[src/rtl/uart_pkg.sv]
// Shared UART definitions used by both the receiver and the transmitter.
// The bit-time helper turns a prescale value into a down-counter reload.
package uart_pkg;

    localparam int DATA_BITS_DEFAULT = 8;
    localparam int OVERSAMPLE_SHIFT  = 3;
    localparam int BIT_CNT_W         = 16 + OVERSAMPLE_SHIFT;

    typedef enum logic [1:0] {
        IDLE  = 2'd0,
        START = 2'd1,
        DATA  = 2'd2,
        STOP  = 2'd3
    } uart_state_e;

    // Reload value for a down-counter that expires (p << shift) cycles later.
    function automatic logic [BIT_CNT_W-1:0] bit_ticks(input logic [15:0] p, input int shift);
        logic [BIT_CNT_W-1:0] w_ext;
        w_ext = {{(BIT_CNT_W-16){1'b0}}, p};
        return (w_ext << shift) - {{(BIT_CNT_W-1){1'b0}}, 1'b1};
    endfunction

endpackage

[src/rtl/uart_rx_axis_if.sv]
// AXI-Stream style byte channel carried out of the UART receiver.
interface uart_rx_axis_if
    import uart_pkg::*;
#(
    parameter int DATA_BITS = DATA_BITS_DEFAULT
) ();

    logic [DATA_BITS-1:0] m_axis_tdata;
    logic                 m_axis_tvalid;
    logic                 m_axis_tready;

    modport master (
        output m_axis_tdata,
        output m_axis_tvalid,
        input  m_axis_tready
    );

    modport slave (
        input  m_axis_tdata,
        input  m_axis_tvalid,
        output m_axis_tready
    );

endinterface

[src/rtl/uart_sync2.sv]
// Two-flop synchronizer for an asynchronous, idle-high serial line.
module uart_sync2 (
    input  logic clk,
    input  logic rst,
    input  logic i_d,
    output logic o_q
);

    logic r_meta;
    logic r_sync;

    // Resets to the idle-high level so no false start follows reset.
    always_ff @(posedge clk) begin
        if (rst) begin
            r_meta <= 1'b1;
            r_sync <= 1'b1;
        end else begin
            r_meta <= i_d;
            r_sync <= r_meta;
        end
    end

    assign o_q = r_sync;

endmodule

[src/rtl/uart_rx_axis.sv]
// UART receiver with 8x-prescaled bit timing and an AXI-Stream output.
// Frame results are issued one cycle after the stop-bit sample.
module uart_rx_axis
    import uart_pkg::*;
#(
    parameter int DATA_BITS = DATA_BITS_DEFAULT
) (
    input  logic           clk,
    input  logic           rst,
    input  logic           rxd,
    input  logic [15:0]    prescale,
    uart_rx_axis_if.master m_axis,
    output logic           busy,
    output logic           overrun_error,
    output logic           frame_error
);

    localparam int IDX_W = $clog2(DATA_BITS + 1);

    logic                 w_rxs;
    logic                 w_cnt_zero;
    uart_state_e          r_state;
    logic [BIT_CNT_W-1:0] r_cnt;
    logic [IDX_W-1:0]     r_bit_idx;
    logic [15:0]          r_p;
    logic [DATA_BITS-1:0] r_shift;
    logic [DATA_BITS-1:0] r_tdata;
    logic                 r_rxs_prev;
    logic                 r_pend;
    logic                 r_stop_ok;
    logic                 r_tvalid;
    logic                 r_busy;
    logic                 r_ovr;
    logic                 r_ferr;

    uart_sync2 u_sync (
        .clk (clk),
        .rst (rst),
        .i_d (rxd),
        .o_q (w_rxs)
    );

    assign w_cnt_zero = (r_cnt == {BIT_CNT_W{1'b0}});

    // Frame FSM plus the output stage that retires a sampled frame one cycle later.
    always_ff @(posedge clk) begin
        if (rst) begin
            r_state    <= IDLE;
            r_cnt      <= {BIT_CNT_W{1'b0}};
            r_bit_idx  <= {IDX_W{1'b0}};
            r_p        <= 16'd0;
            r_shift    <= {DATA_BITS{1'b0}};
            r_tdata    <= {DATA_BITS{1'b0}};
            r_rxs_prev <= 1'b1;
            r_pend     <= 1'b0;
            r_stop_ok  <= 1'b0;
            r_tvalid   <= 1'b0;
            r_busy     <= 1'b0;
            r_ovr      <= 1'b0;
            r_ferr     <= 1'b0;
        end else begin
            r_rxs_prev <= w_rxs;
            r_ovr      <= 1'b0;
            r_ferr     <= 1'b0;

            if (r_tvalid && m_axis.m_axis_tready) begin
                r_tvalid <= 1'b0;
            end

            // A concurrent accept frees the slot, so a new byte then is not an overrun.
            if (r_pend) begin
                r_pend <= 1'b0;
                r_busy <= 1'b0;
                if (r_stop_ok) begin
                    r_tdata  <= r_shift;
                    r_tvalid <= 1'b1;
                    r_ovr    <= r_tvalid && !m_axis.m_axis_tready;
                end else begin
                    r_ferr <= 1'b1;
                end
            end

            case (r_state)
                IDLE: begin
                    if ((prescale != 16'd0) && !w_rxs && r_rxs_prev) begin
                        r_p     <= prescale;
                        r_cnt   <= bit_ticks(prescale, OVERSAMPLE_SHIFT - 1);
                        r_busy  <= 1'b1;
                        r_state <= START;
                    end
                end
                START: begin
                    if (w_cnt_zero) begin
                        if (w_rxs) begin
                            r_busy  <= 1'b0;
                            r_state <= IDLE;
                        end else begin
                            r_cnt     <= bit_ticks(r_p, OVERSAMPLE_SHIFT);
                            r_bit_idx <= {IDX_W{1'b0}};
                            r_state   <= DATA;
                        end
                    end else begin
                        r_cnt <= r_cnt - {{(BIT_CNT_W-1){1'b0}}, 1'b1};
                    end
                end
                DATA: begin
                    if (w_cnt_zero) begin
                        r_shift <= {w_rxs, r_shift[DATA_BITS-1:1]};
                        r_cnt   <= bit_ticks(r_p, OVERSAMPLE_SHIFT);
                        if (r_bit_idx == IDX_W'(DATA_BITS - 1)) begin
                            r_state <= STOP;
                        end else begin
                            r_bit_idx <= r_bit_idx + {{(IDX_W-1){1'b0}}, 1'b1};
                        end
                    end else begin
                        r_cnt <= r_cnt - {{(BIT_CNT_W-1){1'b0}}, 1'b1};
                    end
                end
                STOP: begin
                    if (w_cnt_zero) begin
                        r_stop_ok <= w_rxs;
                        r_pend    <= 1'b1;
                        r_state   <= IDLE;
                    end else begin
                        r_cnt <= r_cnt - {{(BIT_CNT_W-1){1'b0}}, 1'b1};
                    end
                end
                default: begin
                    r_state <= IDLE;
                end
            endcase
        end
    end

    assign m_axis.m_axis_tdata  = r_tdata;
    assign m_axis.m_axis_tvalid = r_tvalid;
    assign busy                 = r_busy;
    assign overrun_error        = r_ovr;
    assign frame_error          = r_ferr;

endmodule
[src/flat_wrapper.sv]
// flat-port wrapper written by rule: the top's interface ports become plain ports
module uart_rx_axis_flat import uart_pkg::*;
#(
    parameter int DATA_BITS = DATA_BITS_DEFAULT
)
  (clk, rst, rxd, prescale, busy, overrun_error, frame_error, m_axis_m_axis_tdata, m_axis_m_axis_tvalid, m_axis_m_axis_tready);
  uart_rx_axis_if #(.DATA_BITS(DATA_BITS)) m_axis_i ();
  input  logic clk;
  input  logic rst;
  input  logic rxd;
  input  logic [15:0] prescale;
  output logic busy;
  output logic overrun_error;
  output logic frame_error;
  output wire logic [$bits(m_axis_i.m_axis_tdata)-1:0] m_axis_m_axis_tdata;
  output wire logic [$bits(m_axis_i.m_axis_tvalid)-1:0] m_axis_m_axis_tvalid;
  input wire logic [$bits(m_axis_i.m_axis_tready)-1:0] m_axis_m_axis_tready;
  assign m_axis_m_axis_tdata = m_axis_i.m_axis_tdata;
  assign m_axis_m_axis_tvalid = m_axis_i.m_axis_tvalid;
  assign m_axis_i.m_axis_tready = m_axis_m_axis_tready;
  uart_rx_axis #(.DATA_BITS(DATA_BITS)) u_core (.clk(clk), .rst(rst), .rxd(rxd), .prescale(prescale), .m_axis(m_axis_i), .busy(busy), .overrun_error(overrun_error), .frame_error(frame_error));
endmodule
[config.mk]
export PLATFORM = sky130hd
export DESIGN_NAME = uart_rx_axis_flat
export DESIGN_NICKNAME = d
export VERILOG_FILES = /design/src/rtl/uart_pkg.sv /design/src/rtl/uart_rx_axis_if.sv /design/src/rtl/uart_sync2.sv /design/src/rtl/uart_rx_axis.sv /design/src/flat_wrapper.sv
export SDC_FILE = /design/constraint.sdc
export NUM_CORES = 1
export LEC_CHECK = 0
export BUFFER_PORTS_ARGS = -buffer_cell sky130_fd_sc_hd__buf_2
export CAP_MARGIN = 20
export CORE_UTILIZATION = 62
export CTS_BUF_LIST = sky130_fd_sc_hd__clkbuf_8
export DETAILED_ROUTE_END_ITERATION = 10
export PLACE_DENSITY_LB_ADDON = 0.3
export SLEW_MARGIN = 20
export SYNTH_ARGS = -nofsm -noshare
export SYNTH_HDL_FRONTEND = slang
export SYNTH_SLANG_ARGS = --single-unit
[constraint.sdc]
create_clock -name clk -period 3.3 [get_ports clk]
set_clock_uncertainty 0.05 [all_clocks]
set_input_delay 0.825 -clock clk [delete_from_list [all_inputs] [get_ports clk]]
set_output_delay 0.825 -clock clk [all_outputs]
set_load 0.05 [all_outputs]
==> results.json, run 1 <==
{
  "antenna_cells": 0,
  "synth_xor_area_frac": 0.0746,
  "core_um2": 5990,
  "p_per_area_nw_per_um2": 663,
  "num_vias": 3918,
  "synth_warnings": 0,
  "cap_violations": 0,
  "cp_slowest_cell": "or4b_2",
  "io_pins": 32,
  "drtAntennaViolNets": 0,
  "drt_iter0_markers": 491,
  "worst_slack_ns": 0.471,
  "wl_per_cell_um": 17.2,
  "crit_required_ns": 3.49,
  "area.growth.synth_to_final_pct": 11.3,
  "viasPerCell": 6.48,
  "worstRegToRegCells": 8,
  "num_rows": 28,
  "firstDrtPassIters": 5,
  "slew_headroom": 0.458,
  "h-tree-depth": 3,
  "ys_seq_elements": 66,
  "gp_congestion": 0.939,
  "overflow": 0,
  "cts.clk_slew.worst_paths_ns": 0.09,
  "status": "complete, no violations",
  "path_cells": "inv_1, ha_1, or4b_2, or4_1, nor3_1, a22oi_1, o22ai_1, a21oi_1",
  "die-area_um2": 6570,
  "synth_ff_type": "dfxtp_1",
  "hold_class": "reg2reg",
  "cts_tree": "built",
  "period_share": 0.857,
  "post_cts_resized": 0,
  "numCtsBuffers": 9,
  "slowest_delay_ns": 0.72,
  "drc_errors": 0,
  "cp_data_arrival_time_ns": 3.02,
  "antenna_found_initial": 0,
  "initial_core_util": 0.647,
  "synth_top_family_by_area": "simple AND/OR/NAND/NOR gates",
  "crit_type": "reg2reg",
  "port_buffers": 31,
  "wl_um": 10400,
  "r2r_end": "u_core.r_cnt[18]",
  "dp.cells": 589,
  "clockBufferDepth": 2,
  "synthCells": 499,
  "reg2reg_slack_ns": 0.47,
  "dieWidth_um": 81.1,
  "synth_compound_area_frac": 0.181,
  "endpoint_kind": "flop",
  "critPathLaunchType": "flop",
  "tns_ns": 0,
  "clkLatencyLatePin_ns": 0.36,
  "synth_edf_count": 0,
  "nets": 555,
  "ys_seq_area_frac": 0.341,
  "most-common-layout-cells": "nand2_1, dfxtp_1, nor2_1, a21oi_1, buf_2",
  "grt_max_degree": 60,
  "grt_pass1_wl_um": 16800,
  "cts.sinks": 66,
  "slew_violations": 0,
  "r2r_start": "u_core.r_cnt[0]",
  "grt_use_total": 0.337,
  "critPathTopFamily": "simple AND/OR/NAND/NOR gates",
  "cts-hold-fix-buffers": 0,
  "finalSetupViolCount": 0,
  "peakVddDrop_mv": 0.531,
  "cp_max_fo": 8,
  "leakagePower_nw": 1.79,
  "hold_depth": 2,
  "synth_cell_types": 45,
  "cts-root-buf": "clkbuf_8",
  "synth_mux_area_frac": 0.0468,
  "instances_no_fill": 605,
  "die_y_um": 81.1,
  "min_period_ns": 2.83,
  "max_slew.worst_pin.slew_ns": 0.810,
  "dp_hpwl_um": 7200,
  "async_flop_share": 0,
  "holdPathEnd": "u_core.m_axis.m_axis_tdata[6]",
  "postCtsSetupBuffers": 0,
  "synth_fa_ha_area_frac": 0.0323,
  "rsz0062_at_grt": "no",
  "fmax_ghz": 0.354,
  "synthSimpleGateAreaFrac": 0.282,
  "syn_area_um2": 3870,
  "path_buf_inv": 1,
  "grt_pass1_vias": 3522,
  "final_layout_size_suffix_gt1_frac": 0.126,
  "finalHoldViolations": 0,
  "avgSynthCellArea_um2": 7.77,
  "min_from": "u_core.m_axis.m_axis_tdata[6]",
  "syn_nets": 529,
  "place_ws_ns": 0.310
}
-- metal layers --
layer / vias to the layer above / global-route usage / part of all wire
met3: 24 / 0.0809 / 0.085
met2: 200 / 0.510 / 0.46
met1: 1845 / 0.460 / 0.44
met5: - / 0 / 0
met4: 0 / 0.130 / 0.015
li1: 1849 / - / -
-- per-stage QoR --
stage	hold slack, ns	instance area [µm²]	util	total power [mW]
2_1_floorplan	0.339	3870	-	1.79
3_3_place_gp	0.347	4090	0.682	2.01
3_5_place_dp	0.380	4090	0.682	2.04
4_1_cts	0.398	4310	0.720	2.83
5_1_grt	0.400	4310	0.720	3.00
6_report	0.404	4310	0.720	2.86
-- synthesized netlist by cell type (2+ instances only) --
| cell type | n | share of area |
|---|---|---|
| a211oi_1 | 5 | 0.0097 |
| a21oi_1 | 40 | 0.052 |
| a221oi_1 | 2 | 0.0045 |
| a22oi_1 | 3 | 0.0058 |
| a311oi_1 | 6 | 0.014 |
| a31oi_1 | 6 | 0.0097 |
| and2_1 | 2 | 0.0032 |
| and3_1 | 2 | 0.0032 |
| buf_2 | 5 | 0.0065 |
| clkbuf_1 | 20 | 0.019 |
| dfxtp_1 | 66 | 0.34 |
| ha_1 | 10 | 0.032 |
| inv_1 | 14 | 0.014 |
| mux2i_1 | 17 | 0.044 |
| nand2_1 | 66 | 0.064 |
| nand2b_1 | 4 | 0.0065 |
| nand3_1 | 30 | 0.039 |
| nand3b_1 | 3 | 0.0058 |
| nand4_1 | 3 | 0.0048 |
| nand4b_1 | 5 | 0.011 |
| nor2_1 | 53 | 0.051 |
| nor2b_1 | 4 | 0.0065 |
| nor3_1 | 12 | 0.015 |
| nor3b_1 | 3 | 0.0058 |
| nor4_1 | 9 | 0.015 |
| o211ai_1 | 7 | 0.014 |
| o21ai_0 | 14 | 0.018 |
| o221ai_1 | 4 | 0.0090 |
| o22ai_1 | 4 | 0.0065 |
| o31ai_1 | 11 | 0.021 |
| o41ai_1 | 4 | 0.0090 |
| or2_2 | 4 | 0.0065 |
| or3_1 | 8 | 0.013 |
| or4_1 | 9 | 0.017 |
| or4_4 | 3 | 0.0087 |
| xnor2_1 | 11 | 0.025 |
| xor2_1 | 22 | 0.050 |
-- flip-flops by register name (all words and copies together), names as in the netlist, 4 cells and up, named ones only --
name                        flops
u_core.m_axis.m_axis_tdata      8
u_core.r_bit_idx                4
u_core.r_cnt                   19
u_core.r_p                     16
u_core.r_shift                  8
-- how the worst max path moves through the flow --
| stage | start | endpoint | slack [ns] | cells past startpoint |
|---|---|---|---|---|
| after global placement | prescale[8] | u_core.r_cnt[17] | 0.38 | 7 |
| after floorplan | prescale[4] | u_core.r_p[10] | 0.48 | 8 |
| after CTS | u_core.r_cnt[11] | u_core.r_state[0] | 0.55 | 6 |
| after detailed placement | prescale[8] | u_core.r_cnt[17] | 0.31 | 7 |
| after global routing | u_core.r_cnt[11] | u_core.r_state[0] | 0.36 | 6 |
| final | u_core.r_cnt[0] | u_core.r_cnt[18] | 0.47 | 8 |
-- layout make-up --
cell class              instances  area (µm²)
fillers                       482        1680
well taps                      75        93.8
flip-flops and latches         66        1320
multi-input cells             393        2390
clock buffers                   9         124
repair buffers                 41         230
inverters                      14        52.6
clock inverters                 7         100
-- cells by family (layout without fill, tap and decap cells) --
group | count (synthesis) | count (layout)
AND/OR/NAND/NOR | 222 | 222
multiplexers | 18 | 18
buffers and inverters | 40 | 71
AO/OA/AOI/OAI | 110 | 110
XOR/XNOR | 33 | 33
flip-flops | 66 | 66
adder cells (fa/ha/maj) | 10 | 10
-- worst reg2reg max path, delay by kind of cell (launching register included) --
kind,cells,cell delay (ns)
buf+inv,1,0.11
fa+ha+maj,1,0.20
compound gates,3,0.41
simple gates,3,1.59
flops,1,0.35
-- power breakdown --
group / switching (mW) / leakage, nW / internal [mW] / total (mW)
combinational: 0.714 / 1.13 / 0.414 / 1.13
clock: 0.360 / 0.114 / 0.432 / 0.792
sequential: 0.0795 / 0.536 / 0.860 / 0.939
(Power assumes the default switching activity.)
==> run 2, diff against run 1 <==
--- a/config.mk
+++ b/config.mk
@@ -11,6 +11,7 @@
 export CTS_BUF_LIST = sky130_fd_sc_hd__clkbuf_8
 export DETAILED_ROUTE_END_ITERATION = 10
 export PLACE_DENSITY_LB_ADDON = 0.3
+export SETUP_SLACK_MARGIN = 0.05
 export SLEW_MARGIN = 20
 export SYNTH_ARGS = -nofsm -noshare
 export SYNTH_HDL_FRONTEND = slang
==> constraint.sdc (replaced) <==
create_clock -name clk -period 3.3 [get_ports clk]
set_clock_uncertainty 0.05 [all_clocks]
set_input_delay 0.99 -clock clk [delete_from_list [all_inputs] [get_ports clk]]
set_output_delay 0.99 -clock clk [all_outputs]
set_load 0.05 [all_outputs]
==> results.json, run 2 (synthesis gave the netlist of run 1 again) <==
{
  "max_slew.worst_pin.slew_ns": 0.875,
  "wl_met1_um": 4540,
  "slew_violations": 0,
  "cp_max_fo": 9,
  "tns_ns": 0,
  "cts.clk_slew.worst_paths_ns": 0.08,
  "postCtsSetupBuffers": 0,
  "met3_length_um": 968,
  "numCtsBuffers": 9,
  "min_period_ns": 2.82,
  "gp_congestion": 0.885,
  "finalSetupViolCount": 0,
  "endpoint_kind": "flop",
  "h-tree-depth": 3,
  "antenna_found_initial": 0,
  "peakVddDrop_mv": 0.445,
  "rsz0062_at_grt": "no",
  "nets": 556,
  "cts-hold-fix-buffers": 0,
  "dr_wl_met2_um": 4460,
  "critPathLaunchType": "flop",
  "final_layout_size_suffix_gt1_frac": 0.128,
  "dieWidth_um": 81.1,
  "port_buffers": 31,
  "p_per_area_nw_per_um2": 642,
  "hold_class": "reg2reg",
  "crit_type": "reg2reg",
  "wl_um": 10100,
  "cp_data_arrival_time_ns": 2.99,
  "holdWs_ns": 0.356,
  "fillers": 456,
  "initial_core_util": 0.647,
  "dp_hpwl_um": 7080,
  "post_cts_resized": 0,
  "num_vias": 3867,
  "power.share.switching": 0.412,
  "clkLatencyLatePin_ns": 0.35,
  "fin_util": 0.719,
  "io_pins": 32,
  "seqPwrFrac": 0.340,
  "core_um2": 5990,
  "grt_max_degree": 60,
  "clockBufferDepth": 2,
  "grt_pass1_vias": 3291,
  "period_share": 0.856,
  "cts-root-buf": "clkbuf_8",
  "grt_pass1_wl_um": 16100,
  "antenna_cells": 0,
  "firstDrtPassIters": 6,
  "crit_required_ns": 3.47,
  "cap_violations": 0,
  "largest_reg_flops": 19,
  "cts_tree": "built",
  "place_ws_ns": 0.170,
  "regMostFlops": "u_core.r_cnt",
  "grt_use_total": 0.325,
  "p_int_mw": 1.63,
  "die-area_um2": 6570,
  "combPwrFrac": 0.405,
  "largest_registers": "u_core.r_cnt (19), u_core.r_p (16)",
  "cts.sinks": 66,
  "die_y_um": 81.1,
  "area.growth.synth_to_final_pct": 11.2,
  "slew_headroom": 0.412,
  "num_rows": 28,
  "drt_iter0_markers": 412,
  "wl_per_cell_um": 16.6,
  "worst_slack_ns": 0.477,
  "p_switching_mw": 1.14,
  "drtAntennaViolNets": 0,
  "overflow": 0,
  "fmax_ghz": 0.354,
  "drc_errors": 0,
  "most-common-layout-cells": "nand2_1, dfxtp_1, nor2_1, a21oi_1, buf_2",
  "top_layer_used": "met4",
  "power_frac_clock": 0.255,
  "leakagePower_nw": 1.78,
  "finalHoldViolations": 0,
  "status": "complete, no violations",
  "viasPerCell": 6.38
}
[run 2: power groups by stage]
stage               clock, mW  sequential [mW]  combinational, mW
floorplan                   0            0.943              0.843
detailed placement          0            0.953               1.07
global route            0.741            0.949               1.22
finish                  0.706            0.940               1.12
CTS                     0.705            0.936               1.08
global placement            0            0.949               1.05
[run 2: routing by layer]
layer,up-vias,GRT usage
met5,-,0
met4,0,0.0857
met3,12,0.0910
met2,213,0.482
met1,1787,0.460
li1,1855,-
[run 2: critical path, cell delays in order, from the launching register on]
cell and delay [ns]:
dfxtp_1 0.38, or3_1 0.50, or4_4 0.60, nor3_1 0.75, a311oi_1 0.12, o21ai_0 0.19
a21oi_1 0.10
[run 2: worst paths after layout]
check | slack [ns] | startpoint | cells after the start | end
hold / removal | 0.36 | u_core.u_sync.r_meta | 1 | u_core.u_sync.o_q
hold reg to reg | 0.36 | u_core.u_sync.r_meta | 1 | u_core.u_sync.o_q
setup reg to reg | 0.48 | u_core.r_cnt[5] | 6 | u_core.r_cnt[5]
setup / recovery | 0.48 | u_core.r_cnt[5] | 6 | u_core.r_cnt[5]
[run 2: per-stage QoR]
| step | power (mW) | area, µm² | instances |
|---|---|---|---|
| after global routing | 2.91 | 4310 | 606 |
| after detailed placement | 2.02 | 4110 | 590 |
| final | 2.77 | 4310 | 606 |
| after CTS | 2.72 | 4310 | 606 |
| after global placement | 2.00 | 4110 | 590 |
| after floorplan | 1.79 | 3870 | 499 |
[run 2: layout make-up]
class | count | area [µm²] | area share
Clock inverter | 7 | 77.6 | 0.0180
Timing Repair Buffer | 42 | 250 | 0.0581
Multi-Input combinational cell | 393 | 2390 | 0.555
Inverter | 14 | 52.6 | 0.0122
Tap cell | 75 | 93.8 | 0.0218
Clock buffer | 9 | 124 | 0.0287
Sequential cell | 66 | 1320 | 0.307
==> run 3, diff against run 2 <==
--- a/config.mk
+++ b/config.mk
@@ -10,7 +10,7 @@
 export CORE_UTILIZATION = 62
 export CTS_BUF_LIST = sky130_fd_sc_hd__clkbuf_8
 export DETAILED_ROUTE_END_ITERATION = 10
-export PLACE_DENSITY_LB_ADDON = 0.3
+export PLACE_DENSITY = 0.81
 export SETUP_SLACK_MARGIN = 0.05
 export SLEW_MARGIN = 20
 export SYNTH_ARGS = -nofsm -noshare
==> results.json, run 3 (synthesis gave the netlist of run 1 again) <==
{
  "peakVddDrop_mv": 0.382,
  "dieWidth_um": 81.1,
  "reg2reg_slack_ns": 0.43,
  "most-common-layout-cells": "nand2_1, dfxtp_1, nor2_1, a21oi_1, buf_2",
  "numCtsBuffers": 9,
  "min_from": "u_core.u_sync.r_meta",
  "post_cts_resized": 0,
  "gp_congestion": 0.904,
  "num_rows": 28,
  "cts.clk_slew.worst_paths_ns": 0.08,
  "antenna_found_initial": 0,
  "period_share": 0.869,
  "regMostFlops": "u_core.r_cnt",
  "io_pins": 32,
  "drt_iter0_markers": 561,
  "clockBufferDepth": 2,
  "cp-startpoint": "u_core.r_cnt[5]",
  "cts_tree": "built",
  "cp_slowest_cell": "or4_4",
  "fmax_ghz": 0.349,
  "largest_registers": "u_core.r_cnt (19), u_core.r_p (16)",
  "slowest_delay_ns": 0.61,
  "cts.sinks": 66,
  "r2r_start": "u_core.r_cnt[5]",
  "overflow": 0,
  "cpMostUsedCell": "a21oi_1",
  "wl_per_cell_um": 17.7,
  "fillers": 487,
  "finalSetupViolCount": 0,
  "cts-hold-fix-buffers": 0,
  "worstRegToRegCells": 7,
  "place_area_um2": 4120,
  "p_per_area_nw_per_um2": 671,
  "cp.depth": 7,
  "finalHoldViolations": 0,
  "viasPerCell": 6.43,
  "path_buf_inv": 1,
  "leakagePower_nw": 1.81,
  "tns_ns": 0,
  "grt_max_degree": 24,
  "num_vias": 3901,
  "endpoint_kind": "flop",
  "hold_class": "reg2reg",
  "slew_violations": 0,
  "postCtsSetupBuffers": 0,
  "critPathTopFamily": "simple AND/OR/NAND/NOR gates",
  "stdcell_area_um2": 4360,
  "h-tree-depth": 3,
  "slew_headroom": 0.431,
  "dp_hpwl_um": 7410,
  "core_um2": 5990,
  "status": "complete, no violations",
  "port_buffers": 31,
  "crit_required_ns": 3.46,
  "grt_use_total": 0.346,
  "die-area_um2": 6570,
  "cp_data_arrival_time_ns": 3.03,
  "cp_max_fo": 9,
  "wl_um": 10700,
  "cts-root-buf": "clkbuf_8",
  "grt_pass1_wl_um": 17200,
  "rsz0062_at_grt": "no",
  "largest_reg_flops": 19,
  "fin_util": 0.727,
  "initial_core_util": 0.647,
  "grt_pass1_vias": 3525,
  "clkLatencyLatePin_ns": 0.35,
  "critPathLaunchType": "flop",
  "die_y_um": 81.1,
  "min_period_ns": 2.87,
  "firstDrtPassIters": 7,
  "endpoint": "u_core.r_cnt[5]",
  "nets": 557,
  "area.growth.synth_to_final_pct": 12.5,
  "r2r_end": "u_core.r_cnt[5]",
  "drtAntennaViolNets": 0,
  "final_layout_size_suffix_gt1_frac": 0.128,
  "drc_errors": 0,
  "cap_violations": 0,
  "crit_type": "reg2reg",
  "max_slew.worst_pin.slew_ns": 0.851,
  "path_cells": "or3_1, or4_4, o21ai_1, buf_4, a21oi_1, o21ai_0, a21oi_1",
  "antenna_cells": 0
}
==> run 3: changes by cell type in the layout (fill, tap and decap cells not counted), sizes merged <==
| cell | delta |
|---|---|
| bufinv | +2 |
| clkinv | -2 |
| buf | +1 |
==> run 3: metrics by stage <==
step / power (mW) / cells / worst slack [ns] / hold slack, ns
final: 2.92 / 607 / 0.433 / 0.388
after floorplan: 1.79 / 499 / 0.317 / 0.339
after global routing: 3.06 / 607 / 0.272 / 0.398
after CTS: 2.88 / 607 / 0.525 / 0.381
after detailed placement: 2.05 / 591 / 0.175 / 0.348
after global placement: 2.01 / 591 / 0.201 / 0.349
==> run 3: worst min-delay path by stage <==
stage,to,slack [ns],cells past startpoint
6_report,u_core.u_sync.o_q,0.39,1
4_1_cts,u_core.u_sync.o_q,0.38,1
2_1_floorplan,u_core.u_sync.o_q,0.34,1
5_1_grt,u_core.u_sync.o_q,0.40,1
3_5_place_dp,u_core.u_sync.o_q,0.35,1
3_3_place_gp,u_core.u_sync.o_q,0.35,1
==> run 3: final cells by class <==
class | instances | area, µm² | share of cell area
multi-input combinational | 393 | 2390 | 0.548
sequential | 66 | 1320 | 0.303
timing repair buffer | 43 | 258 | 0.0591
clock buffer | 9 | 124 | 0.0284
clock inverter | 7 | 119 | 0.0273
tap | 75 | 93.8 | 0.0215
inverter | 14 | 52.6 | 0.0121
==> run 3: report_power, final <==
group / switching (mW) / internal, mW / total, mW
clock: 0.338 / 0.502 / 0.840
combinational: 0.728 / 0.413 / 1.14
sequential: 0.0809 / 0.860 / 0.941
==> run 3: worst register-to-register path, delay by kind of cell (launching register included) <==
kind | cells | cell delay, ns
and+or+nand+nor | 2 | 1.12
AOI/OAI and AO/OA | 4 | 0.97
DFF | 1 | 0.38
buffers and inverters | 1 | 0.23
==> run 3: layer usage <==
metal | part of all wire | wire [µm] | GRT usage | up-vias
met5 | 0 | 0 | 0 | -
met4 | 0.012 | 124 | 0.114 | 0
met1 | 0.44 | 4710 | 0.479 | 1812
met3 | 0.090 | 968 | 0.0730 | 20
li1 | - | - | - | 1851
met2 | 0.46 | 4910 | 0.532 | 218
